$ cat src/rtl/gpu_pkg.sv
// Shared GPU definitions: opcode constants, default field widths and the
// packed instruction record handed from the command decoder to the rasterizer.
package gpu_pkg;

    localparam logic [3:0] OP_RESET     = 4'b0000;
    localparam logic [3:0] OP_SET_XY1   = 4'b0001;
    localparam logic [3:0] OP_SET_XY2   = 4'b0010;
    localparam logic [3:0] OP_SET_RAD   = 4'b0011;
    localparam logic [3:0] OP_DRAW_LINE = 4'b0100;
    localparam logic [3:0] OP_DRAW_RECT = 4'b0101;

    localparam int GPU_WIDTH_BITS   = 10;
    localparam int GPU_HEIGHT_BITS  = 9;
    localparam int GPU_CHANNEL_BITS = 8;

    typedef struct packed {
        logic [3:0]                  opcode;
        logic [GPU_WIDTH_BITS-1:0]   x1;
        logic [GPU_HEIGHT_BITS-1:0]  y1;
        logic [GPU_WIDTH_BITS-1:0]   x2;
        logic [GPU_HEIGHT_BITS-1:0]  y2;
        logic [GPU_WIDTH_BITS-1:0]   rad;
        logic [GPU_CHANNEL_BITS-1:0] r;
        logic [GPU_CHANNEL_BITS-1:0] g;
        logic [GPU_CHANNEL_BITS-1:0] b;
    } gpu_instr_t;

    function automatic logic is_draw(input logic [3:0] op);
        return (op == OP_DRAW_LINE) || (op == OP_DRAW_RECT);
    endfunction

endpackage

$ cat src/rtl/gpu_sync_fifo.sv
// Generic show-ahead synchronous FIFO; the head entry is read combinationally
// and the occupancy counter tells full apart from empty when pointers meet.
module gpu_sync_fifo #(
    parameter int WIDTH = 8,
    parameter int DEPTH = 8
) (
    input  logic                       clk,
    input  logic                       rst,
    input  logic                       clear,
    input  logic                       push,
    input  logic                       pop,
    input  logic [WIDTH-1:0]           wdata,
    output logic [WIDTH-1:0]           rdata,
    output logic                       valid,
    output logic                       full,
    output logic [$clog2(DEPTH+1)-1:0] count
);

    localparam int PTR_BITS   = $clog2(DEPTH);
    localparam int COUNT_BITS = $clog2(DEPTH+1);
    localparam logic [COUNT_BITS-1:0] FULL_COUNT = COUNT_BITS'(DEPTH);

    logic [WIDTH-1:0]      mem [DEPTH];
    logic [PTR_BITS-1:0]   wr_ptr;
    logic [PTR_BITS-1:0]   rd_ptr;
    logic [COUNT_BITS-1:0] count_q;
    logic [COUNT_BITS-1:0] count_next;
    logic                  full_q;
    logic                  pop_ok;
    logic                  push_ok;

    // A full FIFO still takes a push when the head leaves in the same cycle.
    assign pop_ok  = pop && (count_q != '0);
    assign push_ok = push && (!full_q || pop_ok);

    always_comb begin
        count_next = count_q;
        case ({push_ok, pop_ok})
            2'b10:   count_next = count_q + 1'b1;
            2'b01:   count_next = count_q - 1'b1;
            default: count_next = count_q;
        endcase
    end

    always_ff @(posedge clk) begin
        if (rst || clear) begin
            wr_ptr  <= '0;
            rd_ptr  <= '0;
            count_q <= '0;
            full_q  <= 1'b0;
        end else begin
            if (push_ok) wr_ptr <= wr_ptr + 1'b1;
            if (pop_ok)  rd_ptr <= rd_ptr + 1'b1;
            count_q <= count_next;
            full_q  <= (count_next == FULL_COUNT);
        end
    end

    always_ff @(posedge clk) begin
        if (push_ok) mem[wr_ptr] <= wdata;
    end

    assign rdata = mem[rd_ptr];
    assign valid = (count_q != '0);
    assign full  = full_q;
    assign count = count_q;

endmodule

$ cat src/rtl/gpu_instruction_buffer.sv
// Holds the current draw parameters, snapshots them with the command colour on
// each draw, and queues the assembled instructions for the rasterizer.
module gpu_instruction_buffer
    import gpu_pkg::*;
#(
    parameter int DEPTH        = 8,
    parameter int WIDTH_BITS   = 10,
    parameter int HEIGHT_BITS  = 9,
    parameter int CHANNEL_BITS = 8
) (
    input  logic                       clk_i,
    input  logic                       rst_i,
    input  logic                       command_i,
    input  logic [3:0]                 opcode_i,
    input  logic [WIDTH_BITS-1:0]      x1_i,
    input  logic [HEIGHT_BITS-1:0]     y1_i,
    input  logic [WIDTH_BITS-1:0]      x2_i,
    input  logic [HEIGHT_BITS-1:0]     y2_i,
    input  logic [WIDTH_BITS-1:0]      rad_i,
    input  logic [CHANNEL_BITS-1:0]    r_i,
    input  logic [CHANNEL_BITS-1:0]    g_i,
    input  logic [CHANNEL_BITS-1:0]    b_i,
    input  logic                       write_enable_i,
    input  logic                       push_instruction_i,
    output logic                       instr_valid_o,
    input  logic                       instr_ready_i,
    output logic [3:0]                 instr_opcode_o,
    output logic [WIDTH_BITS-1:0]      instr_x1_o,
    output logic [HEIGHT_BITS-1:0]     instr_y1_o,
    output logic [WIDTH_BITS-1:0]      instr_x2_o,
    output logic [HEIGHT_BITS-1:0]     instr_y2_o,
    output logic [WIDTH_BITS-1:0]      instr_rad_o,
    output logic [CHANNEL_BITS-1:0]    instr_r_o,
    output logic [CHANNEL_BITS-1:0]    instr_g_o,
    output logic [CHANNEL_BITS-1:0]    instr_b_o,
    output logic                       full_o,
    output logic [$clog2(DEPTH+1)-1:0] count_o,
    output logic                       overflow_o
);

    localparam int INSTR_BITS = 4 + 3*WIDTH_BITS + 2*HEIGHT_BITS + 3*CHANNEL_BITS;

    logic [WIDTH_BITS-1:0]  x1_q;
    logic [HEIGHT_BITS-1:0] y1_q;
    logic [WIDTH_BITS-1:0]  x2_q;
    logic [HEIGHT_BITS-1:0] y2_q;
    logic [WIDTH_BITS-1:0]  rad_q;
    logic                   overflow_q;
    logic                   soft_clear;
    logic                   draw;
    logic                   pop;
    logic [INSTR_BITS-1:0]  push_data;
    logic [INSTR_BITS-1:0]  head_data;

    assign soft_clear = command_i && (opcode_i == OP_RESET);
    assign draw       = push_instruction_i && is_draw(opcode_i);
    assign pop        = instr_valid_o && instr_ready_i;

    always_ff @(posedge clk_i) begin
        if (rst_i || soft_clear) begin
            x1_q  <= '0;
            y1_q  <= '0;
            x2_q  <= '0;
            y2_q  <= '0;
            rad_q <= '0;
        end else if (write_enable_i && !push_instruction_i) begin
            case (opcode_i)
                OP_SET_XY1: begin
                    x1_q <= x1_i;
                    y1_q <= y1_i;
                end
                OP_SET_XY2: begin
                    x2_q <= x2_i;
                    y2_q <= y2_i;
                end
                OP_SET_RAD: rad_q <= rad_i;
                default: ;
            endcase
        end
    end

    // Sticky until reset or soft clear; a dropped draw leaves the FIFO untouched.
    always_ff @(posedge clk_i) begin
        if (rst_i || soft_clear) begin
            overflow_q <= 1'b0;
        end else if (draw && full_o && !pop) begin
            overflow_q <= 1'b1;
        end
    end

    assign push_data = {opcode_i, x1_q, y1_q, x2_q, y2_q, rad_q, r_i, g_i, b_i};

    gpu_sync_fifo #(
        .WIDTH (INSTR_BITS),
        .DEPTH (DEPTH)
    ) u_fifo (
        .clk   (clk_i),
        .rst   (rst_i),
        .clear (soft_clear),
        .push  (draw),
        .pop   (pop),
        .wdata (push_data),
        .rdata (head_data),
        .valid (instr_valid_o),
        .full  (full_o),
        .count (count_o)
    );

    assign {instr_opcode_o, instr_x1_o, instr_y1_o, instr_x2_o, instr_y2_o,
            instr_rad_o, instr_r_o, instr_g_o, instr_b_o} = head_data;
    assign overflow_o = overflow_q;

endmodule

$ cat config.mk
export PLATFORM = sky130hd
export DESIGN_NAME = gpu_instruction_buffer
export DESIGN_NICKNAME = d
export VERILOG_FILES = /design/src/rtl/gpu_pkg.sv /design/src/rtl/gpu_sync_fifo.sv /design/src/rtl/gpu_instruction_buffer.sv
export SDC_FILE = /design/constraint.sdc
export NUM_CORES = 1
export LEC_CHECK = 0
export CAP_MARGIN = 20
export CORE_ASPECT_RATIO = 1.4
export CORE_MARGIN = 2
export CORE_UTILIZATION = 25
export CTS_CLUSTER_DIAMETER = 40
export DETAILED_ROUTE_END_ITERATION = 12
export PLACE_DENSITY = 0.51
export REMOVE_ABC_BUFFERS = 1
export SLEW_MARGIN = 5
export SYNTH_ARGS = -nofsm -noshare
export SYNTH_HDL_FRONTEND = slang
export SYNTH_SLANG_ARGS = --single-unit
export TNS_END_PERCENT = 1
$ cat constraint.sdc
create_clock -name clk_i -period 12.95 [get_ports clk_i]
set_input_delay 2.59 -clock clk_i [delete_from_list [all_inputs] [get_ports clk_i]]
set_output_delay 2.59 -clock clk_i [all_outputs]
set_load 0.005 [all_outputs]
==> results.yml <==
outcome:
  outcome: "complete, no violations"
global_route:
  overflow: 0
  antenna_found_initial: 12
  grt_use_total_pct: 11.7
  grt_pass1_vias: 13000
  grt_pass1_wl_um: 87700
  grt_max_degree: 64
drt:
  drt_iter0_drc: 678
  drt-wirelength-per-cell_um: 21.7
  drtAntennaViolNets: 0
  vias_per_cell: 4.27
  routed_wl_um: 59900
  first_pass_iters: 5
  remaining_drc_errors: 0
  num_vias: 11800
cts:
  cts_root_buf: "clkbuf_16"
  cts_buffers: 77
  ctsHoldBuffers: 0
  cts_resized: 0
  cts.sinks: 671
  ctsLongestPathBuffers: 3
  htreeDepth: 3
  cts.clk_slew.worst_paths_ns: 0.06
  clock_latency_ns: 0.64
  cts_tree: "done"
  cts_setup_buffers: 0
logic_synthesis:
  synth_cells: 1167
  synth_area_um2: 25200
  synth_area_per_cell_um2: 21.6
  synthArstFlopShare_pct: 0
  synth_edf_count: 608
  ys_ff_latch: 671
  synth-seq-area-share_pct: 77.3
  ys.flop_type: "edfxtp_1"
  ys_types: 36
  post-synth-top-area-cell: "edfxtp_1"
  netlist.area_leader.share_pct: 72.3
  yosys-top-cells-area: "edfxtp_1, mux4_2, dfxtp_1, mux2_2, nand2_1"
  yosysWarnings: 0
sta:
  setup_viol: 0
  final_hold_viol_count: 0
  min_period_over_period_pct: 53.7
  slew_violations: 0
  finClkSkew_ns: 0.0191
  min_period_ns: 6.96
  finalSetupTns_ns: 0
  worstMarginPinSlew_ns: 1.02
  slew_headroom_pct: 31.7
  rsz0062_at_grt: "false"
  fmax_mhz: 144
floorplan:
  initial_core_util_pct: 25.3
  fp.dieW_um: 273
  io_pins: 165
  die_h_um: 380
  rows: 137
  die-area_um2: 104000
  core_area_um2: 99900
placement:
  place_inst: 2618
  place_congestion: 0.682
  dpl.hpwl_um: 33300
  port-buffer-count: 164
pwr:
  p_leak_uw: 0.0103
  ir_worst_vdd_mv: 0.0775
  power.density_nw_per_um2: 152
  power_uw: 4720
cells_and_area:
  final_common_cell: "edfxtp_1"
  post-route-util_pct: 31.1
  layout_common_cells: "edfxtp_1, clkdlybuf4s50_1, mux4_2"
  drive_gt1_share_pct: 27.5
  syn2layout_area_growth_pct: 23.0
  nNetsFinal: 1464
  layout.cells.non_filler: 2764
critical_path:
  crit_arrival_ns: 4.37
  endpoint_kind: "output pin"
  crit_type: "reg -> out"
  start_kind: "flip-flop"
  crit_fanout: 41
  required_ns: 10.36
worst_hold_path:
  min_path_type: "reg -> reg"
flow_run:
  cap_violations: 0
worst max-delay path, cell delays in order, from the launching register on:
cell and delay, ns:
dfxtp_4 0.79, buf_4 0.76, buf_4 0.78, mux4_2 0.59, mux2_2 0.30, clkdlybuf4s50_1 0.46
cell families after synthesis:
family,after synthesis,synth area share (%)
simple gates,131,2.28
mux,239,17.4
xor+xnor,8,0.278
buf+inv,62,1.32
compound gates,51,1.16
fa+ha+maj,5,0.248
flops,671,77.3
synthesized netlist by cell type (3+ instances only):
master	count
edfxtp_1	608
nand2_1	85
mux2i_1	11
mux4_2	152
dfxtp_1	63
clkbuf_1	23
mux2_2	76
nand3b_1	3
a21oi_1	42
xor2_1	5
buf_6	9
buf_2	26
nor2_1	26
xnor2_1	3
ha_1	5
nor3_1	4
flip-flops by register name, indices dropped and copies added (netlist names), named ones only:
register	flops
overflow_o	1
u_fifo.mem	608
x2_q	10
y2_q	9
u_fifo.count	4
x1_q	10
rad_q	10
u_fifo.full	1
y1_q	9
u_fifo.rd_ptr	3
u_fifo.wr_ptr	3
metrics by stage:
step           hold WS, ns  instance area (um2)  setup WS [ns]
2_1_floorplan        0.454                24900           1.77
4_1_cts              0.484                31000           5.61
6_report             0.483                31000           5.99
3_5_place_dp         0.460                28500           6.34
5_1_grt              0.522                31000           5.51
3_3_place_gp         0.468                28500           6.32
area by class of cell:
| type | count | area, um2 |
|---|---|---|
| Fill cell | 9506 | 68900 |
| Inverter | 3 | 11.3 |
| Tap cell | 1320 | 1650 |
| Clock buffer | 93 | 2010 |
| Antenna cell | 2 | 5.00 |
| Multi-Input combinational cell | 434 | 5450 |
| Sequential cell | 671 | 19500 |
| Clock inverter | 51 | 553 |
| Timing Repair Buffer | 190 | 1830 |
metal layers:
metal,global-route usage [%],vias to the layer above,part of all wire [%]
met5,0,-,0.22
met4,4.18,22,2.4
met1,14.0,6191,41
li1,-,5212,-
met3,3.21,113,5.1
met2,20.0,267,51
where the power goes:
part | leakage (uW) | switching, uW | internal [uW]
logic | 0.00226 | 89.8 | 120
clock network | 0.00123 | 922 | 1230
registers | 0.00681 | 14.1 | 2350
final timing paths:
path                                      start                           to  slack (ns)  cells past startpoint
setup / recovery                      flip-flop                instr_y2_o[5]        5.99                      5
hold / removal    u_fifo.rd_ptr[1]$_SDFFE_PP0P_                    flip-flop        0.48                      2
setup reg to reg     u_fifo.count[1]$_SDFF_PP0_  u_fifo.mem[6][49]$_DFFE_PP_        9.78                      6
hold reg to reg   u_fifo.rd_ptr[1]$_SDFFE_PP0P_                    flip-flop        0.48                      2
Power figures use the tool's default switching activity.
